### src/rtl/text_console_writer.sv
// Byte-stream writer for the 32x32 character RAM: prints at a hardware cursor,
// handles CR/LF/FF, and clears the screen after reset and each new line on entry.
module text_console_writer #(
  parameter logic [7:0] FILL = 8'h00
) (
  input  logic       clk,
  input  logic       reset,
  input  logic [7:0] in_data,
  input  logic       in_valid,
  output logic       in_ready,
  output logic [9:0] ram_addr,
  output logic [7:0] ram_din,
  output logic       ram_we,
  output logic [4:0] cursor_row,
  output logic [4:0] cursor_col,
  output logic       busy
);

  localparam logic [7:0] CH_CR = 8'h0D;
  localparam logic [7:0] CH_LF = 8'h0A;
  localparam logic [7:0] CH_FF = 8'h0C;

  typedef enum logic [1:0] {
    S_CLEAR_ALL,
    S_IDLE,
    S_EXEC,
    S_CLEAR_ROW
  } state_e;

  state_e     state_q;
  logic [9:0] clr_cnt_q;
  logic [4:0] row_q;
  logic [4:0] col_q;
  logic [7:0] byte_q;

  logic [4:0] row_d;
  logic       printable;

  // 5-bit arithmetic gives the bottom-to-top wrap for free.
  assign row_d     = row_q + 5'd1;
  assign printable = !(byte_q inside {CH_CR, CH_LF, CH_FF});

  // NOTE: sequential state uses non-blocking assignments so every register
  // samples the pre-edge values of the others, independent of statement order.
  always_ff @(posedge clk) begin
    if (reset) begin
      state_q   <= S_CLEAR_ALL;
      clr_cnt_q <= '0;
      row_q     <= '0;
      col_q     <= '0;
      byte_q    <= '0;
    end else begin
      case (state_q)
        S_CLEAR_ALL: begin
          clr_cnt_q <= clr_cnt_q + 10'd1;
          if (clr_cnt_q == 10'd1023) state_q <= S_IDLE;
        end
        S_IDLE: begin
          if (in_valid) begin
            byte_q  <= in_data;
            state_q <= S_EXEC;
          end
        end
        S_EXEC: begin
          clr_cnt_q <= '0;
          case (byte_q)
            CH_CR: begin
              col_q   <= '0;
              state_q <= S_IDLE;
            end
            CH_LF: begin
              col_q   <= '0;
              row_q   <= row_d;
              state_q <= S_CLEAR_ROW;
            end
            CH_FF: begin
              col_q   <= '0;
              row_q   <= '0;
              state_q <= S_CLEAR_ALL;
            end
            default: begin
              if (col_q == 5'd31) begin
                col_q   <= '0;
                row_q   <= row_d;
                state_q <= S_CLEAR_ROW;
              end else begin
                col_q   <= col_q + 5'd1;
                state_q <= S_IDLE;
              end
            end
          endcase
        end
        S_CLEAR_ROW: begin
          clr_cnt_q <= clr_cnt_q + 10'd1;
          if (clr_cnt_q[4:0] == 5'd31) state_q <= S_IDLE;
        end
        default: state_q <= S_CLEAR_ALL;
      endcase
    end
  end

  // NOTE: every output gets a default before the case so no path infers a latch.
  always_comb begin
    ram_we   = 1'b0;
    ram_addr = {row_q, col_q};
    ram_din  = FILL;
    case (state_q)
      S_CLEAR_ALL: begin
        ram_we   = 1'b1;
        ram_addr = clr_cnt_q;
      end
      S_CLEAR_ROW: begin
        ram_we   = 1'b1;
        ram_addr = {row_q, clr_cnt_q[4:0]};
      end
      S_EXEC: begin
        ram_we  = printable;
        ram_din = byte_q;
      end
      default: ram_we = 1'b0;
    endcase
    // Reset kills the strobe in the same cycle, before the state register reacts.
    if (reset) ram_we = 1'b0;
  end

  assign in_ready   = !reset && (state_q == S_IDLE);
  assign busy       = reset || (state_q != S_IDLE);
  assign cursor_row = row_q;
  assign cursor_col = col_q;

endmodule

### config.mk
export PLATFORM = sky130hd
export DESIGN_NAME = text_console_writer
export DESIGN_NICKNAME = d
export VERILOG_FILES = /design/src/rtl/text_console_writer.sv
export SDC_FILE = /design/constraint.sdc
export NUM_CORES = 1
export LEC_CHECK = 0
export CAP_MARGIN = 20
export CORE_ASPECT_RATIO = 1.2
export CORE_MARGIN = 3
export CORE_UTILIZATION = 53
export DETAILED_ROUTE_END_ITERATION = 7
export PLACE_DENSITY = 0.85
export SKIP_CTS_REPAIR_TIMING = 1
export SLEW_MARGIN = 5
export SYNTH_ARGS = -nofsm -noshare
export SYNTH_HDL_FRONTEND = slang
export SYNTH_SLANG_ARGS = --single-unit
### constraint.sdc
create_clock -name clk -period 3.4 [get_ports clk]
set_clock_uncertainty 0.1 [all_clocks]
set_input_delay 0.68 -clock clk [delete_from_list [all_inputs] [get_ports clk]]
set_output_delay 0.68 -clock clk [all_outputs]
set_load 0.01 [all_outputs]
# Word level (Yosys, flattened, before mapping)
# Cells that the tools add are included.
totals:
  in_bits: 11
  ff_bits: 30
  wordCells: 50
  out_inout_bits: 31
op_classes:
  add_sub_neg: 3
  eq_ne: 13
  n_reduce_logical: 13
  mux: 15
  bitwise_logic: 1
ops:
  columns: ["cell", "count"]
  rows:
  - ["$pmux W10 S2", 2]
  - ["$eq A8 B4 Y1 const B", 3]
  - ["$mux W5", 3]
  - ["$pmux W5 S3", 1]
  - ["$add A10 B1 Y10 const B", 1]
  - ["$add A5 B1 Y5 const B", 2]
  - ["$eq A10 B10 Y1 const B", 1]
  - ["$eq A5 B5 Y1 const B", 2]
  - ["$mux W2", 4]
  - ["$mux W8", 1]
  - ["$pmux W2 S4", 1]
  - ["$ne A2 B2 Y1 const B", 3]
  - ["$pmux W2 S3", 1]
  - ["$reduce_and A3 Y1", 2]
  - ["$reduce_bool A3 Y1", 2]
  - ["$eq A2 B2 Y1 const B", 2]
  - ["$reduce_or A3 Y1", 1]
  - ["$eq A2 B1 Y1 const B", 1]
  - ["$logic_not A1 Y1", 2]
  - ["$logic_not A2 Y1", 1]
  - ["$ne A2 B1 Y1 const B", 1]
  - ["$pmux W1 S2", 1]
  - ["$reduce_and A2 Y1", 1]
  - ["$reduce_bool A2 Y1", 1]
  - ["5 further kinds", 5]

# Depth between registers and ports, before layout
# Gate-level depths: netlist of run 1.
depth:
  word_depth: 5
  depth_mapped: 7
  mapped_depth_nobuf: 7

# Least setup slack after synthesis of run 1
# No wires, ideal clock.
synth_path:
  path_kind: "reg2out"
  from: "register state_q[0]"
  to: "output port ram_addr[2]"
  required_time_ns: 2.620
  stages_incl_launch_ff: 7
  path_buffers: 2
  arrival_ns: 1.437
  path_slack_ns: 1.183
  path_cell_list: "dfxtp_1 -> inv_1 -> ha_1 -> clkbuf_1 -> clkbuf_1 -> nand2_1 -> o21ai_0"
synth_via:
  elab_chain_len: 2
  elab_cells_between_ends: 3
  classes_between: "1 x eq/ne; 1 x mux; 1 x reduce/logical"
synth_rtl:
  columns: ["item", "line", "text"]
  rows:
  - ["start, declared", "30", "state_e state_q;"]
  - ["start signal, assigned", "47", "state_q <= S_CLEAR_ALL;"]
  - ["start signal, assigned", "56", "if (clr_cnt_q == 10'd1023) state_q <= S_IDLE;"]
  - ["start signal, assigned", "61", "state_q <= S_EXEC;"]
  - ["$eq A2 B2 Y1 / $logic_not A2 Y1 (equally long branches)", "107", "case (state_q)"]
  - ["$pmux W10 S2 (*)", "107", null]
  - ["end, declared", "11", "output logic [9:0] ram_addr,"]
# Every way passes the cells marked *; elsewhere a longest branch is shown, timed or not.

# Worst setup path in the final report of run 1
layout_path:
  from: "register state_q[0]"
  to: "output port ram_addr[6]"
# The elaborated chain is that of the path after synthesis.

==> metrics.cfg, run 1 <==
[timing]
hold_viol = 0
fin_worst_hold_slack_ns = 0.375
period_minus_slack_ns = 3.18
fin_crit_sh_pct = 93.6
drv_slew = 0
setup_violations = 0
rsz0062_at_grt = false
fin_ws_ns = 0.217
fmax_ghz = 0.314
finalSetupTns_ns = 0
maxSlewHeadroom_pct = 49.0
worst_slew_pin_slew_ns = 0.758

[pwr]
power_density_nw_per_um2 = 338
p_leak_nw = 0.800
ir_drop_v = 0.000276

[cells_and_area]
post-route-util_pct = 75.1
fill_cells = 241
layout_commonest_cell = clkdlybuf4s50_1
final_cells = 292
area_delta_synth_final_pct = 29.6
most-common-layout-cells = clkdlybuf4s50_1 (41), dfxtp_1 (30), nand2_1 (24), a21oi_1 (20), nor2_1 (19)
layout-drive-gt1-share_pct = 6.98
fin_nets = 277
antenna_cells = 0

[detailed_routing]
drt_iter0_markers = 45
viasPerCell = 5.65
vias = 1650
route.detailed.drc = 0
ant_nets = 0
wl_mm = 4.03
first_pass_iters = 4
wl_per_cell_um = 13.8

[placed_design]
placed_cells = 284
io_buffers = 41
dp_slack_ns = 0.581
gp_congestion = 0.816
hpwl_mm = 3.09

[logic_synthesis]
synth.top_cell.area_share_pct = 35.2
syn-num-nets = 235
yosysTopAreaCell = dfxtp_1
syn_area_um2 = 1710
ys_types = 39
synth_top_cells_by_area = dfxtp_1 (35%), ha_1 (6.6%), a21oi_1 (5.9%)
syn_inst = 215
synth_flop_cell = dfxtp_1
ys_ff_latch = 30
ys_seq_area_share_pct = 35.2
synth_area_per_cell_um2 = 7.93
yosysWarnings = 0
ys_async_sr_fraction_pct = 0
synth_edf_count = 0

[cts]
cts_max_level = 2
cts_tree = built
clock_sinks = 30
cts_buffer_depth = 2
worstSkewPairLatency_ns = 0.32
numCtsBuffers = 5
path_clk_slew_ns = 0.10
cts-root-buf = clkbuf_4

[floorplan]
die_w_um = 57.8
io_pins = 42
initial_utilization_pct = 58.0
rows = 21
fp.dieH_um = 68.1
placeableCoreArea_um2 = 2940
die_area_um2 = 3940

[setup_path]
crit_chain = inv_1 -> ha_1 -> nor2b_1 -> a22o_1 -> clkdlybuf4s50_1
critPathCaptureType = output pin
crit_fanout = 21
crit_required_ns = 2.62
worstSetupPathType = flip-flop to output pin
max_stage_delay_ns = 0.52
worst_ep_arrival_time_ns = 2.40
cpMaxStageDelayCell = clkdlybuf4s50_1
startpoint_type = flip-flop

[run_status]
status = completed

[global_routing]
globalRouteTotalUtil_pct = 21.7
grt_pass1_wl_mm = 6.56
antenna_found_initial = 0
grt_max_degree = 22
first_global_vias = 1519
grt.overflow.total = 0

[min_path]
hp-class = flip-flop to flip-flop

[flow_run]
max_cap_viol_count = 0

-- routing by layer --
| metal | up-vias | share of wire (%) | track usage (%) |
|---|---|---|---|
| met5 | - | 0 | 0 |
| met4 | 0 | 1.5 | 8.70 |
| met3 | 7 | 6.6 | 5.85 |
| met2 | 49 | 50 | 40.1 |
| met1 | 763 | 42 | 23.4 |
| li1 | 831 | - | - |
-- flip-flops by register name, indices dropped and copies added, names as in the netlist --
register	flops
byte_q	8
cursor_col	5
clr_cnt_q	10
state_q	2
cursor_row	5
-- layout make-up --
type	count	area, µm²	area share [%]
Timing Repair Buffer	45	440	19.9
Clock buffer	7	55.1	2.49
Sequential cell	30	601	27.2
Tap cell	34	42.5	1.92
Inverter	6	22.5	1.02
Clock inverter	1	5.00	0.226
Multi-Input combinational cell	169	1040	47.3
-- worst max-delay path: cells and delay by family (launching register included) --
family	cells	cell delay, ns
AND/OR/NAND/NOR	1	0.36
adder cells (fa/ha/maj)	1	0.51
AO/OA/AOI/OAI	1	0.19
flip-flops	1	0.40
buffers and inverters	2	0.61
-- stage by stage --
step	cell area, µm²	total power, mW
after floorplan	1710	0.472
after global routing	2210	0.785
final	2210	0.748
after CTS	2210	0.753
after detailed placement	2150	0.532
after global placement	2150	0.529
-- synthesized netlist by cell type, types with 2 or more instances --
cell type,instances
a211oi_1,4
a21o_1,2
a21oi_1,20
a22o_1,5
and2_1,9
and3_1,4
clkbuf_1,9
dfxtp_1,30
ha_1,9
inv_1,6
mux2i_1,4
nand2_1,24
nand2b_1,8
nand3_1,15
nand3b_1,3
nand4_1,2
nand4b_1,2
nor2_1,19
nor2b_1,3
o21ai_0,11
or2_2,2
xnor2_1,5
xor2_1,3
-- cells by family (layout without fill, tap and decap cells) --
family	Yosys count	in the layout	synth area share, %
flip-flops	30	30	35.2
XOR/XNOR	8	8	4.11
AND/OR/NAND/NOR	100	100	31.0
AO/OA/AOI/OAI	48	48	17.2
buffers and inverters	16	59	3.52
multiplexers	4	4	2.35
adder cells (fa/ha/maj)	9	9	6.60
-- report_power, final --
group / leakage [nW] / internal, mW / switching [mW]
sequential: 0.243 / 0.365 / 0.0165
clock: 0.0353 / 0.100 / 0.123
combinational: 0.522 / 0.0667 / 0.0753
total: 0.800 / 0.532 / 0.215
-- worst paths after layout --
check | start | slack (ns) | cells past startpoint | end
hold / removal | byte_q[3]$_SDFFE_PP0P_ | 0.37 | 2 | byte_q[3]$_SDFFE_PP0P_
setup reg to reg | byte_q[7]$_SDFFE_PP0P_ | 1.24 | 5 | state_q[0]$_SDFFE_PP0P_
setup / recovery | state_q[0]$_SDFFE_PP0P_ | 0.22 | 5 | ram_addr[6]
hold reg to reg | byte_q[3]$_SDFFE_PP0P_ | 0.37 | 2 | byte_q[3]$_SDFFE_PP0P_
(Power assumes the default switching activity.)
==> run 2: changes to the inputs <==
- CORE_UTILIZATION: 53 -> 65
- DONT_BUFFER_PORTS: not set -> 1
- PLACE_DENSITY: 0.85 -> 0.81
==> metrics.cfg, run 2 (synthesis results as in run 1) <==
[cells_and_area]
fill_cells = 204
layout-drive-gt1-share_pct = 6.10
regMostFlops = clr_cnt_q
layout_commonest_cell = dfxtp_1
final_area_um2 = 1760
area_delta_synth_final_pct = 3.15
post-route-util_pct = 73.3
most-common-layout-cells = dfxtp_1 (30), nand2_1 (24), a21oi_1 (20), nor2_1 (19), nand3_1 (15)
largest_reg_flops = 10
final_cells = 244
largestRegisters = clr_cnt_q x10, byte_q x8
antenna_cells = 0
fin_nets = 233

[min_path]
whs_path_depth = 1
hp-class = input pin to flip-flop

[timing]
period_minus_slack_ns = 2.78
worst_slew_pin_slew_ns = 0.706
fmax_ghz = 0.360
hold_viol = 0
setup_violations = 0
drv_slew = 0
finalSetupTns_ns = 0
maxSlewHeadroom_pct = 52.9
fin_crit_sh_pct = 81.8
rsz0062_at_grt = false

[floorplan]
io_pins = 42
die_w_um = 52.8
initial_utilization_pct = 71.0
die_area_um2 = 3280
rows = 19
fp.dieH_um = 62.1
placeableCoreArea_um2 = 2400

[placed_design]
gp_congestion = 0.822
placed_cells = 237
io_buffers = 0
hpwl_mm = 2.68
dpl_cell_area_um2 = 1710

[global_routing]
grt_pass1_wl_mm = 6.11
grt_max_degree = 28
grt.overflow.total = 0
antenna_found_initial = 0
first_global_vias = 1407
globalRouteTotalUtil_pct = 24.2

[pwr]
p_leak_nw = 0.628
power_density_nw_per_um2 = 382
ir_drop_v = 0.000317

[flow_run]
max_cap_viol_count = 0

[run_status]
status = completed

[cts]
path_clk_slew_ns = 0.09
cts_tree = built
clock_sinks = 30
worstSkewPairLatency_ns = 0.34
cts-root-buf = clkbuf_4
cts_buffer_depth = 2
cts_max_level = 2
numCtsBuffers = 5

[detailed_routing]
wl_per_cell_um = 14.7
route.detailed.drc = 0
ant_nets = 0
vias = 1482
drt_iter0_markers = 57
wl_mm = 3.59
first_pass_iters = 4
viasPerCell = 6.07

[setup_path]
critPathCaptureType = output pin
startpoint_type = flip-flop
crit_required_ns = 2.62
worst_ep_arrival_time_ns = 2.00
crit_fanout = 21
worstSetupPathType = flip-flop to output pin
reg2reg_depth = 6

==> run 2: layer usage <==
layer / GRT usage [%] / part of all wire [%] / vias to the layer above
li1: - / - / 745
met1: 27.3 / 41 / 667
met2: 40.4 / 50 / 62
met3: 6.94 / 6.9 / 8
met4: 11.5 / 2.1 / 0
met5: 0 / 0 / -
==> run 2: worst paths after layout <==
| kind | startpoint | to | slack, ns |
|---|---|---|---|
| worst max register to register | state_q[1]$_SDFFE_PP0P_ | clr_cnt_q[9]$_SDFFE_PP0N_ | 1.30 |
| worst min-delay path | reset | cursor_col[0]$_SDFFE_PP0P_ | 0.30 |
| worst max-delay path | state_q[0]$_SDFFE_PP0P_ | ram_addr[5] | 0.62 |
| worst min register to register | byte_q[3]$_SDFFE_PP0P_ | byte_q[3]$_SDFFE_PP0P_ | 0.36 |
==> run 2: area by class of cell <==
cell class	count	area, µm²	area share (%)
sequential	30	601	34.1
inverter	6	22.5	1.28
clock buffer	7	45.0	2.56
tap	31	38.8	2.20
timing repair buffer	1	7.51	0.427
multi-input combinational	169	1040	59.4
==> run 2: power by group <==
part	switching, mW	internal [mW]	leakage, nW
Clock	0.116	0.0777	0.0254
Combinational	0.0617	0.0334	0.360
Sequential	0.0179	0.365	0.243
==> run 2: metrics by stage <==
step | setup slack (ns) | total power [mW] | hold WS (ns)
global route | 0.454 | 0.714 | 0.282
finish | 0.619 | 0.672 | 0.301
global placement | 1.06 | 0.480 | 0.346
floorplan | 1.18 | 0.472 | 0.340
CTS | 0.610 | 0.676 | 0.291
detailed placement | 0.984 | 0.486 | 0.352
==> run 2: worst max-delay path, stage by stage, from the launching register on <==
cell and delay [ns]:
dfxtp_1 0.39, inv_1 0.09, ha_1 0.52, or2_2 0.42, a22o_1 0.24
==> run 3: changes to the inputs <==
- CORE_UTILIZATION: 65 -> 56
- PLACE_DENSITY: 0.81 -> 0.74
- clock period: 3.4 -> 2.3 ns (I/O delays scaled with it)
==> metrics.cfg, run 3 (synthesis results as in run 1) <==
[detailed_routing]
wl_mm = 3.83
first_pass_iters = 4
wl_per_cell_um = 15.0
ant_nets = 0
drt_iter0_markers = 53
route.detailed.drc = 0
viasPerCell = 6.06
vias = 1552

[timing]
fmax_ghz = 0.439
period_minus_slack_ns = 2.28
hold_viol = 0
maxSlewHeadroom_pct = 63.1
setup_violations = 0
fin_crit_sh_pct = 99.0
rsz0062_at_grt = true
worst_slew_pin_slew_ns = 0.547
fin_worst_hold_slack_ns = 0.0674
finalSetupTns_ns = 0
drv_slew = 0

[flow_run]
max_cap_viol_count = 0

[cells_and_area]
layout_commonest_cell = dfxtp_1
regMostFlops = clr_cnt_q
largestRegisters = clr_cnt_q x10, byte_q x8
fill_cells = 266
area_delta_synth_final_pct = 9.02
layout-drive-gt1-share_pct = 14.4
seq_area_um2 = 607
largest_reg_flops = 10
most-common-layout-cells = dfxtp_1 (25), nand2_1 (24), a21oi_1 (20), nor2_1 (19), nand3_1 (15)
multi_input_comb_area_um2 = 1060
antenna_cells = 0
fin_nets = 241

[global_routing]
grt.overflow.total = 0
grt_pass1_wl_mm = 6.51
grt_max_degree = 28
antenna_found_initial = 0
globalRouteTotalUtil_pct = 22.4
first_global_vias = 1460

[setup_path]
worstSetupPathType = flip-flop to output pin
timing.rr.start = byte_q[5]$_SDFFE_PP0P_
cpMaxStageDelayCell = or4b_4
startpoint_type = flip-flop
crit_required_ns = 1.74
max_stage_delay_ns = 0.55
critPathCaptureType = output pin
critPathLaunch = byte_q[5]$_SDFFE_PP0P_
crit_fanout = 3
crit_chain = or4b_4 -> a211o_1 -> nand2_1 -> a211oi_2
worst_ep_arrival_time_ns = 1.72

[run_status]
status = completed

[floorplan]
rows = 21
fp.dieH_um = 66.5
placeableCoreArea_um2 = 2860
die_area_um2 = 3750
initial_utilization_pct = 59.5
io_pins = 42
die_w_um = 56.4

[pwr]
comb_power_share_pct = 15.3
power_frac_clock_pct = 31.3
ir_drop_v = 0.000407
p_switching_uw = 307
p_seq_share_pct = 53.4
power_density_nw_per_um2 = 569
switching_share_pct = 29.0
intPower_uw = 751
p_leak_nw = 0.683

[min_path]
min_from = reset
hp-class = input pin to flip-flop

[cts]
path_clk_slew_ns = 0.10
numCtsBuffers = 5
clock_sinks = 30
worstSkewPairLatency_ns = 0.34
cts_max_level = 2
cts-root-buf = clkbuf_4
cts_tree = built
cts_buffer_depth = 2

[placed_design]
io_buffers = 0
gp_congestion = 0.826
hpwl_mm = 2.77

-- run 3: final timing paths --
path,end,slack [ns],cells past startpoint
setup reg to reg,state_q[1]$_SDFFE_PP0P_,0.19,6
hold reg to reg,byte_q[7]$_SDFFE_PP0P_,0.36,2
setup / recovery,ram_we,0.02,4
hold / removal,byte_q[7]$_SDFFE_PP0P_,0.07,1
-- run 3: power groups by stage --
stage                     sequential [mW]  combinational (mW)  clock (mW)
after global placement              0.573               0.146           0
after floorplan                     0.572               0.126           0
after CTS                           0.564               0.155       0.340
after detailed placement            0.576               0.155           0
final                               0.565               0.162       0.331
after global routing                0.570               0.184       0.366
-- run 3: critical path, delay by kind of cell, from the launching register on --
| kind | cells | cell delay, ns |
|---|---|---|
| simple gates | 2 | 0.64 |
| compound gates | 2 | 0.40 |
| flops | 1 | 0.34 |
-- run 3: through the flow --
stage	setup slack, ns	utilization (%)	power [mW]	cell area [µm²]	instances
3_5_place_dp	0.292	61.6	0.731	1760	246
6_report	0.0227	64.9	1.06	1860	256
2_1_floorplan	0.303	-	0.697	1710	215
5_1_grt	-0.0244	64.9	1.12	1860	256
4_1_cts	-0.101	63.7	1.06	1820	254
3_3_place_gp	0.336	61.6	0.720	1760	246
-- run 3: final cells by class --
class / instances / area share, %
multi-input combinational: 169 / 57.0
timing repair buffer: 9 / 3.63
tap: 34 / 2.29
sequential: 30 / 32.6
clock buffer: 7 / 2.96
clock inverter: 1 / 0.269
inverter: 6 / 1.21
-- run 3: layer usage --
metal	up-vias	share of wire (%)	track usage, %	routed length, µm
met3	6	7.4	8.14	285
met4	0	1.5	10.4	57
met5	-	0	0	0
li1	764	-	-	-
met2	54	50	39.3	1900
met1	728	41	24.0	1590
